==> config.mk <==
export PLATFORM = sky130hd
export DESIGN_NAME = fifo_ctrl
export DESIGN_NICKNAME = d
export VERILOG_FILES = /design/src/rtl/fifo_ctrl.sv
export SDC_FILE = /design/constraint.sdc
export NUM_CORES = 1
export LEC_CHECK = 0
export ABC_AREA = 1
export BUFFER_PORTS_ARGS = -buffer_cell sky130_fd_sc_hd__buf_2
export CORE_MARGIN = 4
export CORE_UTILIZATION = 50
export DETAILED_ROUTE_END_ITERATION = 8
export GPL_TIMING_DRIVEN = 0
export PLACE_DENSITY = 0.84
export SLEW_MARGIN = 20
export SYNTH_ARGS = -nofsm -noshare
export SYNTH_HDL_FRONTEND = slang
export SYNTH_SLANG_ARGS = --single-unit
==> constraint.sdc <==
create_clock -name clk -period 5.3 [get_ports clk]
set_input_delay 1.06 -clock clk [delete_from_list [all_inputs] [get_ports clk]]
set_output_delay 1.06 -clock clk [all_outputs]
set_load 0.01 [all_outputs]
==> src/rtl/fifo_ctrl.sv <==
// fifo_ctrl: sequencing controller for the 16x5 synchronous-read FIFO memory.
// Owns the read/write pointers, level and full/empty, and steers the memory
// read address one cycle early so mem_rdata already holds the head word
// whenever rd_valid is high.
// Optional feature macro: FIFO_ERR_FLAGS_EN (sticky overflow flag err_ovf).
module fifo_ctrl #(
  parameter int unsigned ADDR = 4,
  parameter int unsigned DW   = 5
) (
  input  logic            clk,
  input  logic            rst,
  input  logic            flush,
  input  logic            wr_valid,
  output logic            wr_ready,
  input  logic [DW-1:0]   wr_data,
  output logic            rd_valid,
  input  logic            rd_ready,
  output logic [DW-1:0]   rd_data,
  output logic [ADDR:0]   level,
  output logic            err_ovf,
  input  logic            err_clr,
  output logic            mem_we,
  output logic [ADDR-1:0] mem_addr_wr,
  output logic [ADDR-1:0] mem_addr_rd,
  output logic [DW-1:0]   mem_wdata,
  input  logic [DW-1:0]   mem_rdata
);

  localparam int unsigned PW    = ADDR + 1;
  localparam int unsigned DEPTH = 1 << ADDR;

  logic [PW-1:0] wr_ptr_q, wr_ptr_d;
  logic [PW-1:0] rd_ptr_q, rd_ptr_d;
  logic          rd_valid_q, rd_valid_d;
  logic          push, pop;

  // Level and full status come from registered pointers only.
  assign level    = wr_ptr_q - rd_ptr_q;
  assign wr_ready = (level != PW'(DEPTH));
  assign rd_valid = rd_valid_q;
  assign rd_data  = mem_rdata;

  // A flush cycle suppresses both the push and the pop of that cycle.
  assign push = wr_valid & wr_ready & ~flush;
  assign pop  = rd_valid_q & rd_ready & ~flush;

  assign mem_we      = push;
  assign mem_addr_wr = wr_ptr_q[ADDR-1:0];
  assign mem_wdata   = wr_data;
  assign mem_addr_rd = rd_ptr_d[ADDR-1:0];

  // Next pointers; the head becomes visible only once its write edge has passed,
  // so the comparison uses the registered write pointer.
  always_comb begin
    wr_ptr_d   = wr_ptr_q;
    rd_ptr_d   = rd_ptr_q;
    rd_valid_d = 1'b0;
    if (flush) begin
      rd_ptr_d   = wr_ptr_q;
      rd_valid_d = 1'b0;
    end else begin
      wr_ptr_d   = wr_ptr_q + PW'(push);
      rd_ptr_d   = rd_ptr_q + PW'(pop);
      rd_valid_d = (wr_ptr_q != rd_ptr_d);
    end
  end

  // Pointer and head-valid registers.
  always_ff @(posedge clk) begin
    if (rst) begin
      wr_ptr_q   <= '0;
      rd_ptr_q   <= '0;
      rd_valid_q <= 1'b0;
    end else begin
      wr_ptr_q   <= wr_ptr_d;
      rd_ptr_q   <= rd_ptr_d;
      rd_valid_q <= rd_valid_d;
    end
  end

`ifdef FIFO_ERR_FLAGS_EN
  logic err_ovf_q, err_ovf_d;

  // Sticky overflow: a new overflow wins over a same-cycle clear; flush clears.
  always_comb begin
    err_ovf_d = err_ovf_q;
    if (flush) begin
      err_ovf_d = 1'b0;
    end else if (wr_valid && !wr_ready) begin
      err_ovf_d = 1'b1;
    end else if (err_clr) begin
      err_ovf_d = 1'b0;
    end
  end

  // Overflow flag register.
  always_ff @(posedge clk) begin
    if (rst) begin
      err_ovf_q <= 1'b0;
    end else begin
      err_ovf_q <= err_ovf_d;
    end
  end

  assign err_ovf = err_ovf_q;
`else
  logic unused_err_clr;

  assign unused_err_clr = err_clr;
  assign err_ovf        = 1'b0;
`endif

endmodule
==> key figures, run 1 <==
Logic synthesis
  – Top cells by area, synth: dfxtp_1 (22%), nand2_1 (16%), buf_4 (16%), ha_1 (10%), inv_1 (8.8%)
  – Syn_nets: 177
  – Sequential fraction of the synthesis area: 0.224
  – Mapped Cells: 152
  – Synthesized area per cell: 6.45 µm²
  – Synth Register Bits: 11
  – Share of the synthesized area in the top cell type: 0.224
  – Post-synthesis cell type count: 23
  – Post-synth top area cell: dfxtp_1
  – YS warnings: 0
  – Post-Syn Area: 981 µm²

Route
  – Post-route ant nets: 0
  – Met1 Routed Length: 895 µm
  – Final wirelength: 2230 µm
  – Via count: 998
  – Mean number of vias per cell: 4.78
  – Top Layer Used: met4
  – Iteration-0 DRC Markers: 17
  – 1st-pass router iterations: 4
  – Routed wire length on met2: 1070 µm
  – Met3 WL: 220 µm
  – Post-DR wirelength/cell: 10.7 µm
  – Residual DRC: 0

STA
  – Post-layout minimum cycle time: 3330 ps
  – # setup viols final: 0
  – Final hold vios: 0
  – Max-slew violations: 0
  – Total negative slack: 0 ps
  – RSZ-0062 raised after global routing: false
  – Max Clk Rate: 300 MHz
  – Fin crit share: 0.628
  – Smallest hold slack: 536 ps
  – Clk_skew: 1.87 ps

Clocking
  – Clock Pin Slew Worst Setup and Hold Paths: 70 ps
  – H-tree Lvls: 1
  – Max clock buf depth: 2
  – Clk_lat worst skew: 280 ps
  – Post-CTS Resized: 0
  – CTS tree: built
  – CTS root buffer: clkbuf_4
  – Num CTS Buffers: 3
  – Post-CTS Setup Inserts: 0
  – Sink Count: 11
  – CTS Hold Bufs: 0

Run
  – Max-capacitance violation count: 0

GRT
  – Global route overflow: 0
  – Largest net degree at the start of global routing: 11
  – First-pass GRT wire length: 3360 µm
  – Gr usage total: 0.166
  – Number of global-route vias before repair: 838
  – Antenna violations before repair: 0

Setup path
  – Crit path DAT: 2270 ps
  – Crit end category: output pin
  – Worst EP required: 4240 ps
  – Critical-path cell list: buf_4, nor2_1, ha_1, ha_1, nand2_1, nand3_1, nand2_1, buf_4, buf_2
  – Critical path launch point type: input port
  – Slowest CP cell: ha_1
  – WP buf/inv: 3
  – Slowest Stage Delay on Critical Path: 210 ps
  – CP Max Fanout: 8
  – CP top delay family: adder cells
  – CP Class: input port to output pin

Power and ir drop
  – Power Total: 191 µW
  – Cell internal pwr: 136 µW
  – PD cells: 162 nW/µm²
  – Peak VDD IR: 0.160 mV
  – Leak Pwr: 0.709 nW
  – Logic pwr share: 0.242
  – Sw Share: 0.289
  – Reg power frac: 0.449
  – Clk network pwr share: 0.309
  – P_sw: 55.3 µW

Die
  – Die Wd: 52.3 µm
  – Ports: 43
  – Placeable Area: 1780 µm²
  – Die Y-Extent: 52.3 µm
  – Die area: 2730 µm²
  – Initial Utilization: 0.550
  – Row Count: 15

Finish
  – Fin cells: 209
  – Layout cell share with drive strength beyond 1: 0.304
  – Fin area: 1180 µm²
  – Ant diodes: 0
  – Nets: 210
  – Syn-to-layout area delta: 20.2%

Placement
  – Placed cell areas: 1150 µm²
  – Hpwl dp: 1850 µm
  – PortBufs: 28
  – Routability cong.: 0.822
  – Cell count after placement: 205

Worst hold path
  – Worst min-delay path class: flip-flop to flip-flop

Status
  – Status: complete, no violations
==> metal layers <==
layer	up-vias	track usage
met5	-	0
met4	0	0.106
met3	5	0.0256
met2	45	0.306
met1	431	0.170
li1	517	-
==> cells by family (layout without fill, tap and decap cells) <==
| logic type | count (synthesis) | count (layout) | synth area share |
|---|---|---|---|
| AO/OA/AOI/OAI | 15 | 15 | 0.0765 |
| buffers and inverters | 46 | 78 | 0.256 |
| adder cells (fa/ha/maj) | 9 | 9 | 0.122 |
| flip-flops | 11 | 11 | 0.224 |
| other | 1 | 1 | 0.00382 |
| AND/OR/NAND/NOR | 68 | 68 | 0.298 |
| XOR/XNOR | 2 | 2 | 0.0179 |
==> worst register-to-register path: stages (launching register included) <==
cell and delay, ps:
dfxtp_1 420, inv_1 90, ha_1 230, fa_1 410, nand3b_1 200, nand2_1 80
nand2_1 40, nand2_1 90, nor2_2 70, nor2_1 130, ha_1 210, ha_1 170
nand2_1 50, nor2_1 130, nand2_1 90, o21ai_1 130, a21oi_1 50
==> cell usage after synthesis <==
| library cell | number |
|---|---|
| nand3b_1 | 1 |
| nor3_1 | 1 |
| inv_1 | 23 |
| nand2_1 | 43 |
| nand3_1 | 11 |
| o21ai_1 | 2 |
| dfxtp_1 | 11 |
| nand4_1 | 1 |
| nor2_1 | 7 |
| conb_1 | 1 |
| fa_1 | 1 |
| xor2_1 | 1 |
| a21oi_1 | 12 |
| nand2_2 | 1 |
| inv_2 | 1 |
| clkbuf_1 | 1 |
| nor2_2 | 1 |
| xnor2_1 | 1 |
| buf_4 | 21 |
| and2_1 | 1 |
| nand4_2 | 1 |
| ha_1 | 8 |
| o21ai_0 | 1 |
==> registers in the layout, indices dropped and copies added, names as in the netlist <==
name / count
rd_valid: 1
rd_ptr_q: 5
wr_ptr_q: 5
==> per-stage QoR <==
step | setup slack, ps | util
global placement | 2010 | 0.646
floorplan | 2230 | -
finish | 1970 | 0.661
detailed placement | 1970 | 0.646
CTS | 1970 | 0.661
global route | 1840 | 0.661
==> power by group through the flow <==
stage          Combinational (mW)  Sequential (mW)  Clock [mW]
3_5_place_dp               0.0462           0.0877           0
2_1_floorplan              0.0326           0.0876           0
4_1_cts                    0.0464           0.0858      0.0596
3_3_place_gp               0.0451           0.0875           0
6_report                   0.0463           0.0859      0.0590
5_1_grt                    0.0519           0.0860      0.0634
==> area by class of cell <==
| cell class | count | area (µm²) |
|---|---|---|
| Buffer | 22 | 161 |
| Clock buffer | 4 | 26.3 |
| Fill cell | 147 | 604 |
| Sequential cell | 11 | 220 |
| Multi-Input combinational cell | 95 | 509 |
| Inverter | 24 | 90.1 |
| Tap cell | 25 | 31.3 |
| Timing Repair Buffer | 28 | 140 |
==> cell usage in the layout, fill, tap and decap left out, drive strengths merged <==
cell     n
xor2     1
fa       1
conb     1
nand4    2
dfxtp   11
nor2     8
nor3     1
nand3b   1
and2     1
nand2   44
xnor2    1
o21ai    3
a21oi   12
ha       8
inv     24
clkbuf   5
buf     49
nand3   11
==> path summary, 6_finish.rpt <==
| check | from | end | slack [ps] | cells past startpoint |
|---|---|---|---|---|
| max | flush | mem_addr_rd[2] | 1970 | 9 |
| min | wr_ptr_q[4] | wr_ptr_q[4] | 540 | 2 |
| max reg2reg | wr_ptr_q[0] | wr_ptr_q[4] | 2590 | 16 |
| min reg2reg | wr_ptr_q[4] | wr_ptr_q[4] | 540 | 2 |
No activity file was read; power rests on OpenSTA's default activity.
==> run 2, diff against run 1 <==
CORE_UTILIZATION = 47   (was 50)
PLACE_DENSITY = 0.79   (was 0.84)
clock period = 3.3 ns   (was 5.3 ns; I/O delays follow)
==> run 2 against run 1 <==
  * Via count down 2.6%
  * Clock power up 58%
  * Die area up 5.4%
  * Sequential share of layout area about the same
  * Critical path depth up 1
==> key figures, run 2 (same netlist as run 1, synthesis figures left out) <==
Status
  – Status: complete, no violations

Clocking
  – Clk_lat worst skew: 270 ps (about the same)
  – CTS tree: built
  – H-tree Lvls: 1 (unchanged)
  – CTS Hold Bufs: 0 (unchanged)
  – Post-CTS Resized: 0 (unchanged)
  – Post-CTS Setup Inserts: 0 (unchanged)
  – Num CTS Buffers: 3 (unchanged)
  – CTS root buffer: clkbuf_4
  – Clock Pin Slew Worst Setup and Hold Paths: 70 ps (about the same)
  – Sink Count: 11 (unchanged)
  – Max clock buf depth: 2 (unchanged)

Finish
  – Filler instances: 200 (+36%)
  – Ant diodes: 0 (unchanged)
  – Layout cell share with drive strength beyond 1: 0.304 (unchanged)
  – Fin area: 1180 µm² (+0.21%)
  – Multi-input logic area: 509 µm² (unchanged)
  – Syn-to-layout area delta: 20.4%
  – Nets: 210 (unchanged)
  – Commonest non-fill, non-tap cell in the layout: nand2_1
  – Post-layout util: 0.596 (-0.0651)
  – FF+latch area: 220 µm² (unchanged)
  – Most frequent cells in the layout: nand2_1 (43), buf_2 (28), inv_1 (23)

Route
  – Post-route ant nets: 0 (unchanged)
  – Iteration-0 DRC Markers: 18 (+1)
  – Post-DR wirelength/cell: 10.2 µm (-4.7%)
  – 1st-pass router iterations: 4 (unchanged)
  – Residual DRC: 0 (unchanged)
  – Final wirelength: 2150 µm (-3.8%)
  – Via count: 972 (-2.6%)
  – Mean number of vias per cell: 4.61 (-3.5%)

Setup path
  – Cells on worst reg2reg path: 16 (unchanged)
  – Crit path DAT: 2170 ps (-100 ps)
  – WP buf/inv: 2 (-1)
  – Slowest Stage Delay on Critical Path: 410 ps (+200 ps)
  – Worst EP required: 2640 ps (-1600 ps)
  – Crit end category: output pin
  – CP Class: flip-flop to output pin
  – CP Max Fanout: 5 (-3)
  – CP top delay family: adder cells
  – Slowest CP cell: dfxtp_1
  – Critical-path cell list: inv_1, ha_1, fa_1, nand3b_1, nand2_1, nand2_1, nand2_1, nor2_2, nor2_1, buf_2
  – Crit path depth: 10 (+1)
  – Most Frequent Cell on Critical Path: nand2_1
  – Critical path launch point type: flip-flop

Worst hold path
  – Worst Hold Path Cells: 2 (unchanged)
  – Worst min-delay path class: flip-flop to flip-flop

Power and ir drop
  – Logic pwr share: 0.242 (about the same)
  – Sw Share: 0.285 (-0.00466)
  – P_sw: 86.8 µW (+57%)
  – Cell internal pwr: 218 µW (+61%)
  – Reg power frac: 0.452 (+0.003)
  – Clk network pwr share: 0.306 (-0.003)
  – Peak VDD IR: 0.162 mV (+1.3%)
  – PD cells: 258 nW/µm² (+59%)
  – Leak Pwr: 0.709 nW (unchanged)

Placement
  – Placed cell areas: 1150 µm² (+0.22%)
  – Hpwl dp: 1770 µm (-4.4%)
  – PortBufs: 28 (unchanged)
  – Dpl ws: 615 ps (-1360 ps)
  – Routability cong.: 0.849 (+3.3%)

GRT
  – Global route overflow: 0 (unchanged)
  – Number of global-route vias before repair: 824 (-1.7%)
  – Gr usage total: 0.162 (-0.00382)
  – Largest net degree at the start of global routing: 11 (unchanged)
  – Antenna violations before repair: 0 (unchanged)
  – First-pass GRT wire length: 3370 µm (+0.21%)

STA
  – # setup viols final: 0 (unchanged)
  – RSZ-0062 raised after global routing: false
  – Worst Slack Setup Final: 465 ps (-1510 ps)
  – Final hold vios: 0 (unchanged)
  – Fin crit share: 0.859
  – Post-layout minimum cycle time: 2830 ps
  – Smallest hold slack: 534 ps (-1.83 ps)
  – Total negative slack: 0 ps (unchanged)
  – Clk_skew: 0.260 ps (-1.61 ps)
  – Max Clk Rate: 353 MHz
  – Max-slew violations: 0 (unchanged)

Die
  – Placeable Area: 1980 µm² (+11%)
  – Row Count: 16 (+1)
  – Die Wd: 53.7 µm (+2.7%)
  – Die Y-Extent: 53.7 µm (+2.7%)
  – Initial Utilization: 0.495 (-0.0552)
  – Ports: 43 (unchanged)
  – Die area: 2880 µm² (+5.4%)

Run
  – Max-capacitance violation count: 0 (unchanged)
run 2: power by group through the flow:
| stage | registers [mW] | logic [mW] | clock network, mW |
|---|---|---|---|
| 3_5_place_dp | 0.141 | 0.0741 | 0 |
| 2_1_floorplan | 0.141 | 0.0523 | 0 |
| 6_report | 0.138 | 0.0737 | 0.0934 |
| 5_1_grt | 0.138 | 0.0823 | 0.104 |
| 4_1_cts | 0.138 | 0.0745 | 0.0955 |
| 3_3_place_gp | 0.141 | 0.0727 | 0 |
run 2: per-stage QoR:
step / std cells / power (mW)
CTS: 211 / 0.308
floorplan: 152 / 0.193
detailed placement: 207 / 0.215
global route: 211 / 0.324
global placement: 207 / 0.213
finish: 211 / 0.305
run 2: routing by layer:
layer / global-route usage / vias to the layer above / share of wire
met3: 0.0249 / 5 / 0.060
met2: 0.290 / 31 / 0.49
met1: 0.190 / 420 / 0.44
met5: 0 / - / 0
li1: - / 516 / -
met4: 0.0638 / 0 / 0.016
run 2: worst register-to-register path, delay by kind of cell (launching register included):
kind | cells | cell delay (ps)
buffers and inverters | 1 | 90
AOI/OAI and AO/OA | 2 | 170
adders and majority gates | 4 | 1060
and+or+nand+nor | 9 | 900
DFF | 1 | 410
run 2: path summary, 6_finish.rpt:
| kind | startpoint | endpoint | slack, ps |
|---|---|---|---|
| worst max-delay path | wr_ptr_q[0] | mem_we | 470 |
| worst min-delay path | wr_ptr_q[4] | wr_ptr_q[4] | 530 |
| worst max register to register | wr_ptr_q[0] | wr_ptr_q[4] | 580 |
| worst min register to register | wr_ptr_q[4] | wr_ptr_q[4] | 530 |
run 2: cell type report:
cell class,instances,share of cell area
buffer,22,0.137
clock buffer,4,0.0222
inverter,24,0.0763
multi-input combinational,95,0.431
sequential,11,0.186
tap,27,0.0286
timing repair buffer,28,0.119
==> run 3, diff against run 2 <==
BUFFER_PORTS_ARGS = -buffer_cell sky130_fd_sc_hd__clkbuf_2   (was -buffer_cell sky130_fd_sc_hd__buf_2)
HOLD_SLACK_MARGIN = 0.06   (was unset)
==> run 3 against run 2 <==
  * Final area stayed put
  * Routed wire length is 2.4% lower
  * Non-clock buffer count stayed put
  * Flip-flop and latch count stayed put
  * Setup slack better by 16 ps
  * Total power is 0.45% lower
  * Sequential share of layout area stayed put
  * Global-route usage is 0.97 points lower
  * Clock power is 2.5% lower
  * Utilization stayed put
  * Maximum frequency is 0.56% higher
  * Die area stayed put
==> key figures, run 3 (same netlist as run 1, synthesis figures left out) <==
Status
  – Status: complete, no violations

Finish
  – Nets: 210 (unchanged)
  – Filler instances: 201 (+0.50%)
  – Most frequent cells in the layout: nand2_1 (43), clkbuf_2 (28), inv_1 (23)
  – Multi-input logic area: 509 µm² (unchanged)
  – Fin cells: 211 (unchanged)
  – Layout cell share with drive strength beyond 1: 0.304 (unchanged)
  – Syn-to-layout area delta: 20.4% (unchanged)
  – FF+latch area: 220 µm² (unchanged)
  – Commonest non-fill, non-tap cell in the layout: nand2_1
  – Fin area: 1180 µm² (unchanged)
  – Ant diodes: 0 (unchanged)

Placement
  – Cell count after placement: 207 (unchanged)
  – Hpwl dp: 1820 µm (+3.3%)
  – PortBufs: 28 (unchanged)
  – Placed cell areas: 1150 µm² (unchanged)
  – Routability cong.: 0.849 (about the same)

Route
  – 1st-pass router iterations: 4 (unchanged)
  – Iteration-0 DRC Markers: 18 (unchanged)
  – Final wirelength: 2100 µm (-2.4%)
  – Mean number of vias per cell: 4.60 (-0.10%)
  – Met1 Routed Length: 901 µm (-4.3%)
  – Post-DR wirelength/cell: 9.94 µm (-2.4%)
  – Via count: 971 (-0.10%)
  – Routed wire length on met2: 1020 µm (-2.5%)
  – Post-route ant nets: 0 (unchanged)
  – Residual DRC: 0 (unchanged)
  – Top Layer Used: met4
  – Met3 WL: 154 µm (+20%)

Die
  – Die Wd: 53.7 µm (unchanged)
  – Row Count: 16 (unchanged)
  – Initial Utilization: 0.495 (unchanged)
  – Die area: 2880 µm² (unchanged)
  – Die Y-Extent: 53.7 µm (unchanged)
  – Placeable Area: 1980 µm² (unchanged)
  – Ports: 43 (unchanged)

Setup path
  – CP top delay family: adder cells
  – Crit path DAT: 2160 ps (about the same)
  – WP buf/inv: 2 (unchanged)
  – Critical-path cell list: inv_1, ha_1, fa_1, nand3b_1, nand2_1, nand2_1, nand2_1, nor2_2, nor2_1, clkbuf_2
  – Most Frequent Cell on Critical Path: nand2_1
  – Critical path launch point type: flip-flop
  – Worst EP required: 2640 ps (about the same)
  – Slowest Stage Delay on Critical Path: 400 ps (about the same)
  – CP Max Fanout: 5 (unchanged)
  – Crit end category: output pin
  – CP Class: flip-flop to output pin
  – Worst R2R Setup Slack: 610 ps (+30 ps)
  – Slowest CP cell: dfxtp_1

Worst hold path
  – Worst min-delay path class: flip-flop to flip-flop

Power and ir drop
  – Sw Share: 0.282 (-0.00263)
  – P_sw: 85.6 µW (-1.4%)
  – Clk network pwr share: 0.300 (-0.006)
  – Cell internal pwr: 218 µW (about the same)
  – Power Total: 303 µW (-0.45%)
  – Logic pwr share: 0.246 (+0.004)
  – Reg power frac: 0.454 (+0.002)
  – PD cells: 257 nW/µm² (-0.45%)
  – Leak Pwr: 0.700 nW (-1.2%)
  – Peak VDD IR: 0.248 mV (+53%)

Clocking
  – Post-CTS Resized: 0 (unchanged)
  – H-tree Lvls: 1 (unchanged)
  – CTS Hold Bufs: 0 (unchanged)
  – CTS tree: built
  – Num CTS Buffers: 3 (unchanged)
  – Max clock buf depth: 2 (unchanged)
  – Post-CTS Setup Inserts: 0 (unchanged)
  – Sink Count: 11 (unchanged)
  – Clock Pin Slew Worst Setup and Hold Paths: 70 ps (about the same)
  – CTS root buffer: clkbuf_4
  – Clk_lat worst skew: 270 ps (about the same)

STA
  – Total negative slack: 0 ps (unchanged)
  – Clk_skew: 3.81 ps (+3.55 ps)
  – Max-slew violations: 0 (unchanged)
  – RSZ-0062 raised after global routing: false
  – Final hold vios: 0 (unchanged)
  – Max Clk Rate: 355 MHz (+0.56%)
  – Fin crit share: 0.854 (-0.00476)
  – Post-layout minimum cycle time: 2820 ps (-15.7 ps)
  – # setup viols final: 0 (unchanged)

GRT
  – Largest net degree at the start of global routing: 11 (unchanged)
  – Antenna violations before repair: 0 (unchanged)
  – Number of global-route vias before repair: 812 (-1.5%)
  – First-pass GRT wire length: 3240 µm (-3.9%)
  – Global route overflow: 0 (unchanged)
  – Gr usage total: 0.152 (-0.00969)

Run
  – Max-capacitance violation count: 0 (unchanged)
run 3: cell count changes in the layout (fill, tap and decap cells not counted):
cell      delta
buf_2       -28
clkbuf_2    +28
run 3: layout make-up:
type / instances / area share
flip-flops and latches: 11 / 0.186
multi-input cells: 95 / 0.431
well taps: 27 / 0.0286
repair buffers: 28 / 0.119
clock buffers: 4 / 0.0222
plain buffers: 22 / 0.137
inverters: 24 / 0.0763
run 3: power by group through the flow:
stage | sequential, mW | clock, mW | combinational, mW
final | 0.138 | 0.0911 | 0.0746
after global routing | 0.138 | 0.103 | 0.0824
after CTS | 0.138 | 0.0938 | 0.0754
after detailed placement | 0.141 | 0 | 0.0753
after global placement | 0.141 | 0 | 0.0731
after floorplan | 0.141 | 0 | 0.0523
run 3: stage by stage:
stage / hold slack, ps / util / setup slack [ps]
2_1_floorplan: 483 / - / 710
3_3_place_gp: 521 / 0.583 / 685
3_5_place_dp: 523 / 0.583 / 623
4_1_cts: 535 / 0.596 / 472
5_1_grt: 570 / 0.596 / 299
6_report: 534 / 0.596 / 481
run 3: path summary, 6_finish.rpt:
kind                                  start          end  depth (start not counted)
worst max-delay path            wr_ptr_q[0]       mem_we                         10
worst min-delay path            wr_ptr_q[4]  wr_ptr_q[4]                          2
worst max register to register  wr_ptr_q[0]  wr_ptr_q[4]                         16
worst min register to register  wr_ptr_q[4]  wr_ptr_q[4]                          2
run 3: worst min-delay path: cells and delay by family (launching register included):
kind	cells	cell delay, ps
buffers and inverters	1	110
flip-flops	1	310
AO/OA/AOI/OAI	1	70
run 3: routing by layer:
metal,up-vias,GRT usage
met2,37,0.272
met5,-,0
met1,419,0.182
met4,0,0.0638
met3,2,0.0166
li1,513,-
